## src/rtl/bcd_stopwatch_ctrl_if.sv

```systemverilog
// -----------------------------------------------------------------------------
// bcd_stopwatch_ctrl_if
//   Front-panel / display bundle of the BCD stopwatch controller.
//
//   Signals
//     start_stop  panel -> ctrl  single-cycle pulse, toggles run/pause
//     clear       panel -> ctrl  single-cycle pulse, back to IDLE with zero count
//     lap         panel -> ctrl  single-cycle pulse, toggles display freeze
//     bcd_out     ctrl -> panel  displayed value, 4 bits per digit, digit 0 in [3:0]
//     running     ctrl -> panel  high while counting
//     lap_active  ctrl -> panel  display frozen at the lap snapshot
//     overflow    ctrl -> panel  sticky, count passed all-9s
//
//   Modports
//     master  the panel side (drives pulses, reads the display)
//     slave   the controller
// -----------------------------------------------------------------------------
interface bcd_stopwatch_ctrl_if #(
   parameter int DIGITS = 4
);
   logic                start_stop;
   logic                clear;
   logic                lap;
   logic [4*DIGITS-1:0] bcd_out;
   logic                running;
   logic                lap_active;
   logic                overflow;

   modport master (
      output start_stop, clear, lap,
      input  bcd_out, running, lap_active, overflow
   );

   modport slave (
      input  start_stop, clear, lap,
      output bcd_out, running, lap_active, overflow
   );
endinterface

```

## src/rtl/bcd_stopwatch_ctrl.sv

```systemverilog
// -----------------------------------------------------------------------------
// bcd_stopwatch_ctrl
//   Start/stop/lap stopwatch controller driving a chain of cascaded decimal
//   (0-9) BCD digit counters. A prescaler produces the count tick, a small
//   IDLE/RUN/PAUSE FSM gates it, carries ripple digit to digit, and a lap
//   register can freeze the displayed value while the live count continues.
//
//   Parameters
//     DIGITS    number of cascaded BCD digits (1..8)
//     TICK_DIV  clk cycles per count tick (>= 2)
//
//   Ports
//     clk   system clock
//     rst   asynchronous, active-high reset
//     sw    bcd_stopwatch_ctrl_if.slave (start_stop, clear, lap in;
//           bcd_out, running, lap_active, overflow out)
//
//   Build option
//     SATURATE_EN  when defined, a tick at all-9s holds the count at all-9s,
//                  sets overflow and drops to PAUSE; when undefined the count
//                  wraps to zero, sets overflow and keeps running.
// -----------------------------------------------------------------------------
module bcd_stopwatch_ctrl #(
   parameter int DIGITS   = 4,
   parameter int TICK_DIV = 100000
) (
   input  logic                 clk,
   input  logic                 rst,
   bcd_stopwatch_ctrl_if.slave  sw
);

   localparam int             PW         = $clog2(TICK_DIV);
   localparam logic [PW-1:0]  PRESC_LAST = PW'(TICK_DIV - 1);

   typedef enum logic [1:0] {
      IDLE  = 2'd0,
      RUN   = 2'd1,
      PAUSE = 2'd2
   } state_t;

   state_t                 state;
   logic [PW-1:0]          presc;
   logic [DIGITS-1:0][3:0] digits;
   logic [DIGITS-1:0][3:0] snapshot;
   logic [DIGITS-1:0][3:0] digits_inc;
   logic                   all_nines;
   logic                   tick;
   logic                   running_q;
   logic                   lap_active_q;
   logic                   overflow_q;

   // Next count value if a tick lands this cycle. all_nines is the running
   // "every lower digit is 9" carry; after the loop it covers all digits.
   always_comb begin
      // NOTE: every combinational output gets a default before any condition,
      // so no path leaves it unassigned and no latch is inferred.
      digits_inc = digits;
      all_nines  = 1'b1;
      for (int i = 0; i < DIGITS; i++) begin
         if (all_nines)
            digits_inc[i] = (digits[i] == 4'd9) ? 4'd0 : digits[i] + 4'd1;
         all_nines = all_nines && (digits[i] == 4'd9);
      end
   end

   assign tick = (state == RUN) && (presc == PRESC_LAST);

   // FSM, prescaler, digit chain and lap register share one clocked process so
   // that clear can override everything in a single place.
   // NOTE: state is updated with non-blocking assignments only; every right-hand
   // side below sees the pre-edge value, which is what makes the lap snapshot
   // capture the count before a same-edge increment.
   always_ff @(posedge clk or posedge rst) begin
      if (rst) begin
         state        <= IDLE;
         presc        <= '0;
         digits       <= '0;
         snapshot     <= '0;
         running_q    <= 1'b0;
         lap_active_q <= 1'b0;
         overflow_q   <= 1'b0;
      end else if (sw.clear) begin
         state        <= IDLE;
         presc        <= '0;
         digits       <= '0;
         snapshot     <= '0;
         running_q    <= 1'b0;
         lap_active_q <= 1'b0;
         overflow_q   <= 1'b0;
      end else begin
         // Prescaler only advances in RUN; it holds through PAUSE so a resume
         // finishes the partially elapsed period.
         if (state == RUN)
            presc <= tick ? '0 : presc + 1'b1;

         case (state)
            IDLE: begin
               if (sw.start_stop) begin
                  state     <= RUN;
                  running_q <= 1'b1;
               end
            end
            RUN: begin
               if (sw.start_stop) begin
                  state     <= PAUSE;
                  running_q <= 1'b0;
               end
            end
            PAUSE: begin
               if (sw.start_stop) begin
                  state     <= RUN;
                  running_q <= 1'b1;
               end
            end
            default: begin
               state     <= IDLE;
               running_q <= 1'b0;
            end
         endcase

         if (tick) begin
            if (all_nines) begin
               overflow_q <= 1'b1;
`ifdef SATURATE_EN
               // Hold at all-9s and stop; overrides the FSM update above.
               state     <= PAUSE;
               running_q <= 1'b0;
`else
               digits <= digits_inc;
`endif
            end else begin
               digits <= digits_inc;
            end
         end

         if (sw.lap && (state != IDLE)) begin
            if (!lap_active_q) begin
               snapshot     <= digits;
               lap_active_q <= 1'b1;
            end else begin
               lap_active_q <= 1'b0;
            end
         end
      end
   end

   assign sw.bcd_out    = lap_active_q ? snapshot : digits;
   assign sw.running    = running_q;
   assign sw.lap_active = lap_active_q;
   assign sw.overflow   = overflow_q;

endmodule

```

## src/flat_wrapper.sv

```systemverilog
// flat-port wrapper written by rule: the top's interface ports become plain ports
module bcd_stopwatch_ctrl_flat 
#(
   parameter int DIGITS   = 4,
   parameter int TICK_DIV = 100000
)
  (clk, rst, sw_start_stop, sw_clear, sw_lap, sw_bcd_out, sw_running, sw_lap_active, sw_overflow);
  bcd_stopwatch_ctrl_if #(.DIGITS(DIGITS)) sw_i ();
  input  logic clk;
  input  logic rst;
  input wire logic [$bits(sw_i.start_stop)-1:0] sw_start_stop;
  input wire logic [$bits(sw_i.clear)-1:0] sw_clear;
  input wire logic [$bits(sw_i.lap)-1:0] sw_lap;
  output wire logic [$bits(sw_i.bcd_out)-1:0] sw_bcd_out;
  output wire logic [$bits(sw_i.running)-1:0] sw_running;
  output wire logic [$bits(sw_i.lap_active)-1:0] sw_lap_active;
  output wire logic [$bits(sw_i.overflow)-1:0] sw_overflow;
  assign sw_i.start_stop = sw_start_stop;
  assign sw_i.clear = sw_clear;
  assign sw_i.lap = sw_lap;
  assign sw_bcd_out = sw_i.bcd_out;
  assign sw_running = sw_i.running;
  assign sw_lap_active = sw_i.lap_active;
  assign sw_overflow = sw_i.overflow;
  bcd_stopwatch_ctrl #(.DIGITS(DIGITS), .TICK_DIV(TICK_DIV)) u_core (.clk(clk), .rst(rst), .sw(sw_i));
endmodule
```

## config.mk

```make
export PLATFORM = sky130hd
export DESIGN_NAME = bcd_stopwatch_ctrl_flat
export DESIGN_NICKNAME = d
export VERILOG_FILES = /design/src/rtl/bcd_stopwatch_ctrl_if.sv /design/src/rtl/bcd_stopwatch_ctrl.sv /design/src/flat_wrapper.sv
export SDC_FILE = /design/constraint.sdc
export NUM_CORES = 1
export LEC_CHECK = 0
export ABC_AREA = 1
export BUFFER_PORTS_ARGS = -buffer_cell sky130_fd_sc_hd__buf_2
export CORE_MARGIN = 1
export CORE_UTILIZATION = 40
export CTS_CLUSTER_SIZE = 16
export DETAILED_ROUTE_END_ITERATION = 16
export PLACE_DENSITY = 0.69
export SLEW_MARGIN = 20
export SYNTH_ARGS = -nofsm -noshare
export SYNTH_HDL_FRONTEND = slang
export SYNTH_SLANG_ARGS = --single-unit
export TNS_END_PERCENT = 50
```

## constraint.sdc

```tcl
create_clock -name clk -period 3.1 [get_ports clk]
set_input_delay 0.31 -clock clk [delete_from_list [all_inputs] [get_ports clk]]
set_output_delay 0.31 -clock clk [all_outputs]
set_load 0.01 [all_outputs]
```

==> impl_metrics.yaml, run 1 <==
die:
  die_area_um2: 8220
  die_y_um: 90.6
  rows: 31
  core-area_um2: 7410
  initial_utilization_pct: 42.4
  die_w_um: 90.6
  ios: 24
sta:
  fin_ws_ps: 875
  clock_skew_ps: 7.92
  clock.fmax_mhz: 449
  setup_violations: 0
  hold_viol: 0
  maxSlewViolCount: 0
  rsz0062_at_grt: "no"
  worst_pin_slew_ps: 720
  finalCritPeriodShare_pct: 71.8
  slew_headroom_pct: 52.0
  fin_setup_tns_ps: 0
  period_needed_ps: 2230
layout:
  final_net_count: 457
  nFillCells: 752
  post_route_cells_drive_above_1_share_pct: 12.6
  layout.cells.non_filler: 543
  area.growth.synth_to_final_pct: 9.24
  antennaDiodeCount: 0
global_route:
  grt.overflow.total: 0
  grt_pass1_vias: 2493
  antenna_found_initial: 0
  grt_max_degree: 35
  grt_pass1_wl_um: 11400
  grt_usage_pct: 17.0
clock_network:
  clock_latency_ps: 310
  cts_tree: "done"
  cts-buffers-inserted: 5
  cts_max_path_buffers: 2
  cts_root_buf: "clkbuf_8"
  holdBufCountCts: 0
  h-tree-depth: 2
  clk_pin_slew_worst_paths_ps: 100
  cts.sinks: 54
  post-cts-setup-buffer-count: 0
  cts-resized-gates: 0
route:
  drt-total-wl_um: 6510
  via_per_inst: 4.91
  drtPass1Iterations: 4
  vias: 2668
  wl_per_cell_um: 12.0
  drt-initial-drc-count: 186
  drc: 0
  ant_nets: 0
power:
  ir_drop_v: 0.000231
  sw_frac_of_total_pct: 28.6
  leakagePower_nw: 1.74
  power_density_nw_per_um2: 423
  clkPwrFrac_pct: 33.7
  p_sw_mw: 0.415
  totalPowerFinal_mw: 1.45
  power_frac_seq_pct: 53.7
  combPwrFrac_pct: 12.5
  intPower_mw: 1.04
critical_path:
  ff2ff_setup_slack_ps: 1210
  critPathSlowestCell: "dfrtp_1"
  critPathMaxStageDelay_ps: 820
  path_cells: "clkinv_1 -> nand2_1 -> nand2_1 -> buf_2"
  crit_path_max_fanout: 27
  startpoint_type: "register"
  setup.worst_path.end_class: "primary output"
  critPathRequiredTime_ps: 2790
  crit_type: "register to primary output"
  crit_top_cell: "nand2_1"
  arrival_ps: 1920
synthesis:
  postSynthNetCount: 437
  ys_ff_latch: 54
  ys_seq_area_share_pct: 43.0
  yosys-top-cells-area: "dfrtp_1 43%, nand2_1 16%, nand3_1 10%"
  syn_area_um2: 3140
  yosys_warnings: 0
  yosysTopAreaCellShare_pct: 43.0
  async_flop_share_pct: 100
  synthFlopType: "dfrtp_1"
  yosys.area.top_type: "dfrtp_1"
  syn_inst: 423
  syn_area_per_cell_um2: 7.43
  synth_cell_types: 30
  synth_edf_count: 0
placed_design:
  dp_cells: 535
  dpl_worst_slack_ps: 1190
  dp_hpwl_um: 4660
  routabilityCongestion: 0.869
  numPortBuffers: 23
job:
  drv_cap: 0
status:
  status: "complete, no violations"
min_path:
  min_path_type: "input port to asynchronous set/reset pin"
[routing by layer]
layer  GRT usage (%)  vias to the layer above  wire length (um)
li1                -                     1390                 -
met1            23.2                     1232              3160
met2            28.0                       42              3100
met3            3.20                        4               189
met4            3.90                        0                50
met5               0                        -                 0
[logic make-up (layout without fill, tap and decap cells)]
group	Yosys count	after routing	synth area share (%)
simple gates	270	270	38.1
flops	54	54	43.0
buf+inv	50	71	7.09
compound gates	28	28	4.90
xor+xnor	12	12	3.34
fa+ha+maj	9	9	3.58
[registers in the layout, summed over array words and instances (netlist names)]
register / count
u_core.state: 2
u_core.sw.lap_active: 1
u_core.snapshot: 16
u_core.presc: 17
u_core.digits: 16
u_core.sw.overflow: 1
u_core.sw.running: 1
[cells in the mapped netlist, types with 3 or more instances]
library cell	count
clkbuf_1	3
o21ai_0	21
nor2_2	10
buf_2	6
ha_1	9
a21oi_1	3
xnor2_1	5
nor3_1	8
xor2_1	7
nand2_1	137
nor2_4	3
nand4_1	3
inv_1	35
dfrtp_1	54
nor2_1	37
nand3_1	64
[final cells by class]
type,instances,area (um^2),share of cell area (%)
Clock buffer,5,68.8,2.00
Clock inverter,3,43.8,1.28
Inverter,37,139,4.05
Multi-Input combinational cell,319,1570,45.7
Sequential cell,54,1350,39.4
Tap cell,99,124,3.61
Timing Repair Buffer,26,138,4.01
[worst max-delay path, delay by kind of cell, from the launching register on]
| family | cells | cell delay, ps |
|---|---|---|
| and+or+nand+nor | 2 | 210 |
| buffers and inverters | 2 | 560 |
| DFF | 1 | 820 |
[cell usage in the layout (no fill, tap or decap)]
cell / n
xnor2_1: 5
clkinv_1: 1
nor2_4: 3
o21ai_2: 1
nand3_1: 64
a21oi_2: 2
nand2_4: 2
nand2_2: 1
clkbuf_8: 5
nor3_1: 8
bufinv_16: 1
nand4_1: 3
inv_6: 1
nand3b_1: 2
inv_2: 2
inv_1: 34
nand3_2: 1
buf_2: 23
o21ai_0: 21
nand2_1: 137
dfrtp_1: 54
a21o_1: 1
nor3b_1: 2
xor2_1: 7
buf_4: 3
nor2_1: 37
a21oi_1: 3
ha_1: 9
clkinv_2: 1
nor2_2: 10
[path summary, 6_finish.rpt]
check	startpoint	depth (start not counted)	end
max in group asynchronous	rst	3	u_core.snapshot[3]
min in group clk	sw_start_stop	3	u_core.state[1]
setup / recovery	u_core.sw.lap_active	4	sw_bcd_out[11]
hold reg to reg	u_core.sw.overflow	2	u_core.sw.overflow
setup reg to reg	u_core.presc[0]	8	u_core.digits[8]
hold / removal	rst	2	u_core.digits[13]
[through the flow]
| stage | utilization [%] | instance area (um^2) | hold slack (ps) |
|---|---|---|---|
| finish | 46.3 | 3430 | 107 |
| global route | 46.3 | 3430 | 163 |
| CTS | 46.3 | 3430 | 147 |
| detailed placement | 44.8 | 3320 | 477 |
| global placement | 44.8 | 3320 | 468 |
| floorplan | - | 3140 | 431 |
[power by group through the flow]
stage,Sequential [mW],Combinational (mW),Clock [mW]
after CTS,0.780,0.186,0.497
after floorplan,0.775,0.148,0
after detailed placement,0.794,0.185,0
after global routing,0.787,0.210,0.525
final,0.780,0.182,0.489
after global placement,0.793,0.183,0
(Power assumes the default switching activity.)
==> inputs of run 2 (changes only) <==
Clock period 3.1 ns to 2.3 ns, I/O delays scaled along.
==> run 2 against run 1 <==
  * Sequential power increased by 33%
  * Count of clock-buffer cells in the layout unchanged
  * Critical path depth increased by 1
  * Design area increased by 1.1%
  * Final cell count increased by 0.92%
  * Largest power group unchanged
  * Critical path type unchanged
  * Worst setup slack got worse by 410 ps
  * Core utilization increased by 0.51 points
  * Via count increased by 1.9%
==> impl_metrics.yaml, run 2 (same netlist as run 1, synthesis figures left out) <==
status:
  status: "complete, no violations"
sta:
  clock_skew_ps: 14.1
  finalCritPeriodShare_pct: 80.0
  slew_headroom_pct: 52.6
  maxSlewViolCount: 0
  worst_pin_slew_ps: 711
  setup_violations: 0
  hold_viol: 0
  rsz0062_at_grt: "no"
  hold_ws_ps: 104
  fin_setup_tns_ps: 0
  clock.fmax_mhz: 544
  period_needed_ps: 1840
route:
  drtPass1Iterations: 4
  drt-total-wl_um: 6800
  wl_per_cell_um: 12.4
  vias: 2719
  drt-initial-drc-count: 209
  drc: 0
  via_per_inst: 4.96
  ant_nets: 0
critical_path:
  crit_type: "register to primary output"
  crit_path_max_fanout: 24
  crit_top_cell: "nand2_1"
  critPathSlowestCell: "dfrtp_1"
  path_cells: "buf_4 -> clkinv_1 -> nand2_1 -> nand2_1 -> buf_2"
  reg2reg_depth: 10
  critPathRequiredTime_ps: 2070
  arrival_ps: 1610
  setup.worst_path.end_class: "primary output"
  startpoint_type: "register"
  critPathMaxStageDelay_ps: 390
layout:
  area.growth.synth_to_final_pct: 10.4
  largest_reg_flops: 17
  layout_common_cells: "137 x nand2_1, 64 x nand3_1, 54 x dfrtp_1, 37 x nor2_1, 34 x inv_1"
  final_util_pct: 46.9
  regMostFlops: "u_core.presc"
  antennaDiodeCount: 0
  post_route_cells_drive_above_1_share_pct: 13.6
  final_common_cell: "nand2_1"
  final_net_count: 462
  top_regs: "u_core.presc: 17 flops, u_core.digits: 16 flops, u_core.snapshot: 16 flops"
die:
  die_y_um: 90.6
  rows: 31
  die_area_um2: 8220
  ios: 24
  initial_utilization_pct: 42.4
  core-area_um2: 7410
  die_w_um: 90.6
global_route:
  grt_pass1_wl_um: 12100
  antenna_found_initial: 0
  grt_pass1_vias: 2580
  grt_usage_pct: 17.9
  grt_max_degree: 55
  grt.overflow.total: 0
clock_network:
  cts_root_buf: "clkbuf_8"
  cts_tree: "done"
  cts_max_path_buffers: 2
  holdBufCountCts: 0
  clk_pin_slew_worst_paths_ps: 110
  post-cts-setup-buffer-count: 0
  cts-buffers-inserted: 5
  clock_latency_ps: 320
  cts.sinks: 54
  h-tree-depth: 2
  cts-resized-gates: 0
power:
  power_density_nw_per_um2: 568
  ir_drop_v: 0.000253
  leakagePower_nw: 1.76
placed_design:
  dp_hpwl_um: 4810
  numPortBuffers: 23
  routabilityCongestion: 0.790
min_path:
  min_path_type: "input port to asynchronous set/reset pin"
job:
  drv_cap: 0
==> run 2: cell types whose count changed in the layout (fill, tap and decap cells not counted), sizes merged <==
cell  change
buf       +5
==> run 2: cell type report <==
cell class              instances  area, um^2
flip-flops and latches         54        1350
multi-input cells             319        1570
inverters                      37         139
fillers                       709        3940
repair buffers                 31         175
clock inverters                 3        43.8
well taps                      99         124
clock buffers                   5        68.8
==> run 2: per-layer routing <==
| layer | part of all wire [%] | global-route usage (%) | wire length, um | vias up |
|---|---|---|---|---|
| li1 | - | - | - | 1398 |
| met1 | 49 | 24.4 | 3360 | 1280 |
| met2 | 48 | 30.2 | 3240 | 35 |
| met3 | 2.2 | 2.78 | 148 | 6 |
| met4 | 0.81 | 3.63 | 55 | 0 |
| met5 | 0 | 0 | 0 | - |
==> run 2: report_power, final <==
| part | total [mW] | internal (mW) | switching [mW] |
|---|---|---|---|
| clock | 0.659 | 0.327 | 0.332 |
| combinational | 0.276 | 0.0875 | 0.188 |
| sequential | 1.04 | 0.991 | 0.0442 |
==> run 2: through the flow <==
step	power (mW)	area, um^2	instances	setup slack, ps
floorplan	1.24	3140	423	755
global placement	1.32	3360	540	533
detailed placement	1.33	3360	540	496
CTS	1.98	3470	548	451
global route	2.07	3470	548	234
finish	1.97	3470	548	460
==> run 2: worst max-delay path: cells and delay by family, from the launching register on <==
family | cells | cell delay (ps)
AND/OR/NAND/NOR | 2 | 220
buffers and inverters | 3 | 680
flip-flops | 1 | 390
==> run 2: worst paths after layout <==
| kind | from | endpoint | slack [ps] |
|---|---|---|---|
| max in group asynchronous | rst | u_core.snapshot[3] | 1730 |
| worst max register to register | u_core.digits[1] | u_core.digits[13] | 460 |
| worst max-delay path | u_core.sw.lap_active | sw_bcd_out[8] | 460 |
| min in group clk | sw_start_stop | u_core.state[1] | 180 |
| worst min-delay path | rst | u_core.digits[15] | 100 |
| worst min register to register | u_core.sw.overflow | u_core.sw.overflow | 480 |
==> inputs of run 3 (changes only) <==
Settings changed: ABC_AREA 1 to 0.
Clock period 2.3 ns to 1.7 ns, I/O delays scaled along.
==> run 3 against run 2 <==
  * Largest power group unchanged
  * Clock skew barely moved
  * The run now ends with negative setup slack left
  * Non-clock buffer count rose by 53
  * Combinational power fell by 17%
  * Highest routed layer unchanged
  * Critical path depth did not move
==> impl_metrics.yaml, run 3 <==
route:
  drt-total-wl_um: 7190
  wl_per_cell_um: 14.8
  ant_nets: 0
  via_per_inst: 5.48
  vias: 2651
  drc: 0
  drt-initial-drc-count: 138
  drtPass1Iterations: 5
layout:
  antennaDiodeCount: 0
  post_route_cells_drive_above_1_share_pct: 34.0
  largest_reg_flops: 17
  regMostFlops: "u_core.presc"
  final_common_cell: "dfrtp_1"
  final_net_count: 398
  top_regs: "u_core.presc: 17 flops, u_core.digits: 16 flops, u_core.snapshot: 16 flops"
  nFillCells: 662
  layout.cells.non_filler: 484
  final_util_pct: 54.1
  area.growth.synth_to_final_pct: 30.8
  layout_common_cells: "54 x dfrtp_1, 51 x buf_4, 35 x nor2_1, 23 x buf_2, 19 x mux2i_1"
synthesis:
  postSynthNetCount: 321
  yosys-top-cells-area: "dfrtp_1 45%, mux2i_1 6.3%, mux2_2 5.3%"
  syn_area_um2: 3000
  ys_ff_latch: 54
  synthFlopType: "dfrtp_1"
  syn_area_per_cell_um2: 9.78
  yosys-top-cells-count: "54 x dfrtp_1, 38 x nor2_1, 22 x o21ai_0"
  async_flop_share_pct: 100
  synth_xor_area_share_pct: 2.33
  yosys.area.top_type: "dfrtp_1"
  yosys_warnings: 0
  syn_inst: 307
  synth_edf_count: 0
  synth_fa_ha_area_share_pct: 3.75
  ys_seq_area_share_pct: 45.0
  muxShareOfSynthArea_pct: 11.6
  synth_compound_area_share_pct: 12.8
  synthMostInstantiatedCell: "dfrtp_1"
  yosysTopAreaCellShare_pct: 45.0
  synth_cell_types: 49
  synth_top_family_by_area: "simple AND/OR/NAND/NOR gates"
  synth-simple-area-share_pct: 21.1
global_route:
  grt_usage_pct: 19.6
  grt.overflow.total: 0
  grt_max_degree: 34
  busiest_layer: "met2"
  met1_usage_pct: 25.3
  grt_pass1_wl_um: 12000
  antenna_found_initial: 0
  met2_usage_pct: 33.6
  grt_pass1_vias: 2536
  met3_usage_pct: 3.73
job:
  drv_cap: 0
critical_path:
  setup.worst_path.end_class: "register"
  crit_path_max_fanout: 7
  startpoint_type: "register"
  arrival_ps: 2190
  critPathRequiredTime_ps: 1910
  crit_type: "register to register"
clock_network:
  cts_max_path_buffers: 2
  clock_latency_ps: 320
  cts-buffers-inserted: 5
  h-tree-depth: 2
  cts.sinks: 54
  cts_tree: "done"
  cts_root_buf: "clkbuf_8"
  clk_pin_slew_worst_paths_ps: 110
die:
  rows: 31
  ios: 24
  die_y_um: 88.6
  die_area_um2: 7850
  core-area_um2: 7250
  die_w_um: 88.6
  initial_utilization_pct: 41.4
status:
  status: "complete, but fails checks"
  violations: "negative setup slack"
placed_design:
  numPortBuffers: 23
  routabilityCongestion: 0.840
  dp_cells: 470
  dp_hpwl_um: 5120
sta:
  fin_ws_ps: -276
  setup_violations: 32
  maxSlewViolCount: 0
  period_needed_ps: 1980
  worst_pin_slew_ps: 542
  clock_skew_ps: 14.0
  rsz0062_at_grt: "yes"
  finalCritPeriodShare_pct: 116
  clock.fmax_mhz: 506
  slew_headroom_pct: 63.9
  hold_viol: 0
power:
  ir_drop_v: 0.000357
  leakagePower_nw: 1.84
  totalPowerFinal_mw: 2.45
  power_density_nw_per_um2: 624
min_path:
  min_path_type: "input port to register"
## run 3: where the power goes
group / switching (mW) / internal (mW)
sequential: 0.0127 / 1.30
combinational: 0.140 / 0.0886
clock: 0.461 / 0.447
## run 3: worst paths after layout
kind	startpoint	to	slack, ps	depth (start not counted)
max in group asynchronous	rst	u_core.digits[4]	730	4
min in group asynchronous	rst	u_core.presc[0]	410	3
max reg2reg	u_core.presc[5]	u_core.digits[11]	-280	5
min	sw_start_stop	u_core.state[1]	150	3
min reg2reg	u_core.sw.overflow	u_core.sw.overflow	530	2
max	u_core.presc[5]	u_core.digits[11]	-280	5
## run 3: layout make-up
| class | count | area (um^2) | share of cell area (%) |
|---|---|---|---|
| Multi-Input combinational cell | 229 | 1680 | 42.8 |
| Sequential cell | 54 | 1350 | 34.4 |
| Timing Repair Buffer | 84 | 618 | 15.7 |
| Tap cell | 99 | 124 | 3.15 |
| Clock buffer | 5 | 68.8 | 1.75 |
| Clock inverter | 3 | 47.5 | 1.21 |
| Inverter | 10 | 37.5 | 0.956 |
## run 3: repair_timing
action | in CTS | in global routing
cloned | 1 | 0
pin swaps | 10 | 9
setup buffers | 2 | 2
hold buffers | 1 | 0
endpoints found under the hold margin | 21 | 0
resized for setup | 19 | 21
endpoints found under the setup margin | 34 | 34
## run 3: cells by family after synthesis
kind of cell | count (synthesis)
flip-flops | 54
AO/OA/AOI/OAI | 61
adder cells (fa/ha/maj) | 9
buffers and inverters | 24
AND/OR/NAND/NOR | 118
multiplexers | 33
XOR/XNOR | 8
## run 3: metrics by stage
| step | instance area (um^2) | TNS [ps] | setup slack (ps) | hold slack [ps] |
|---|---|---|---|---|
| 2_1_floorplan | 3000 | -8180 | -390 | 320 |
| 3_3_place_gp | 3600 | -5870 | -370 | 227 |
| 3_5_place_dp | 3600 | -6710 | -410 | 228 |
| 4_1_cts | 3840 | -6890 | -307 | 145 |
| 5_1_grt | 3930 | -7810 | -308 | 168 |
| 6_report | 3930 | -6550 | -276 | 149 |
## run 3: critical path, stage by stage, from the launching register on
cell     delay [ps]
dfrtp_1         400
or4b_4          540
or3_4           390
buf_6           140
buf_6           110
o311a_1         310
## run 3: layer usage
metal	routed length, um	share of wire, %
met5	0	0
met4	108	1.5
met3	207	2.9
met2	3580	50
met1	3290	46
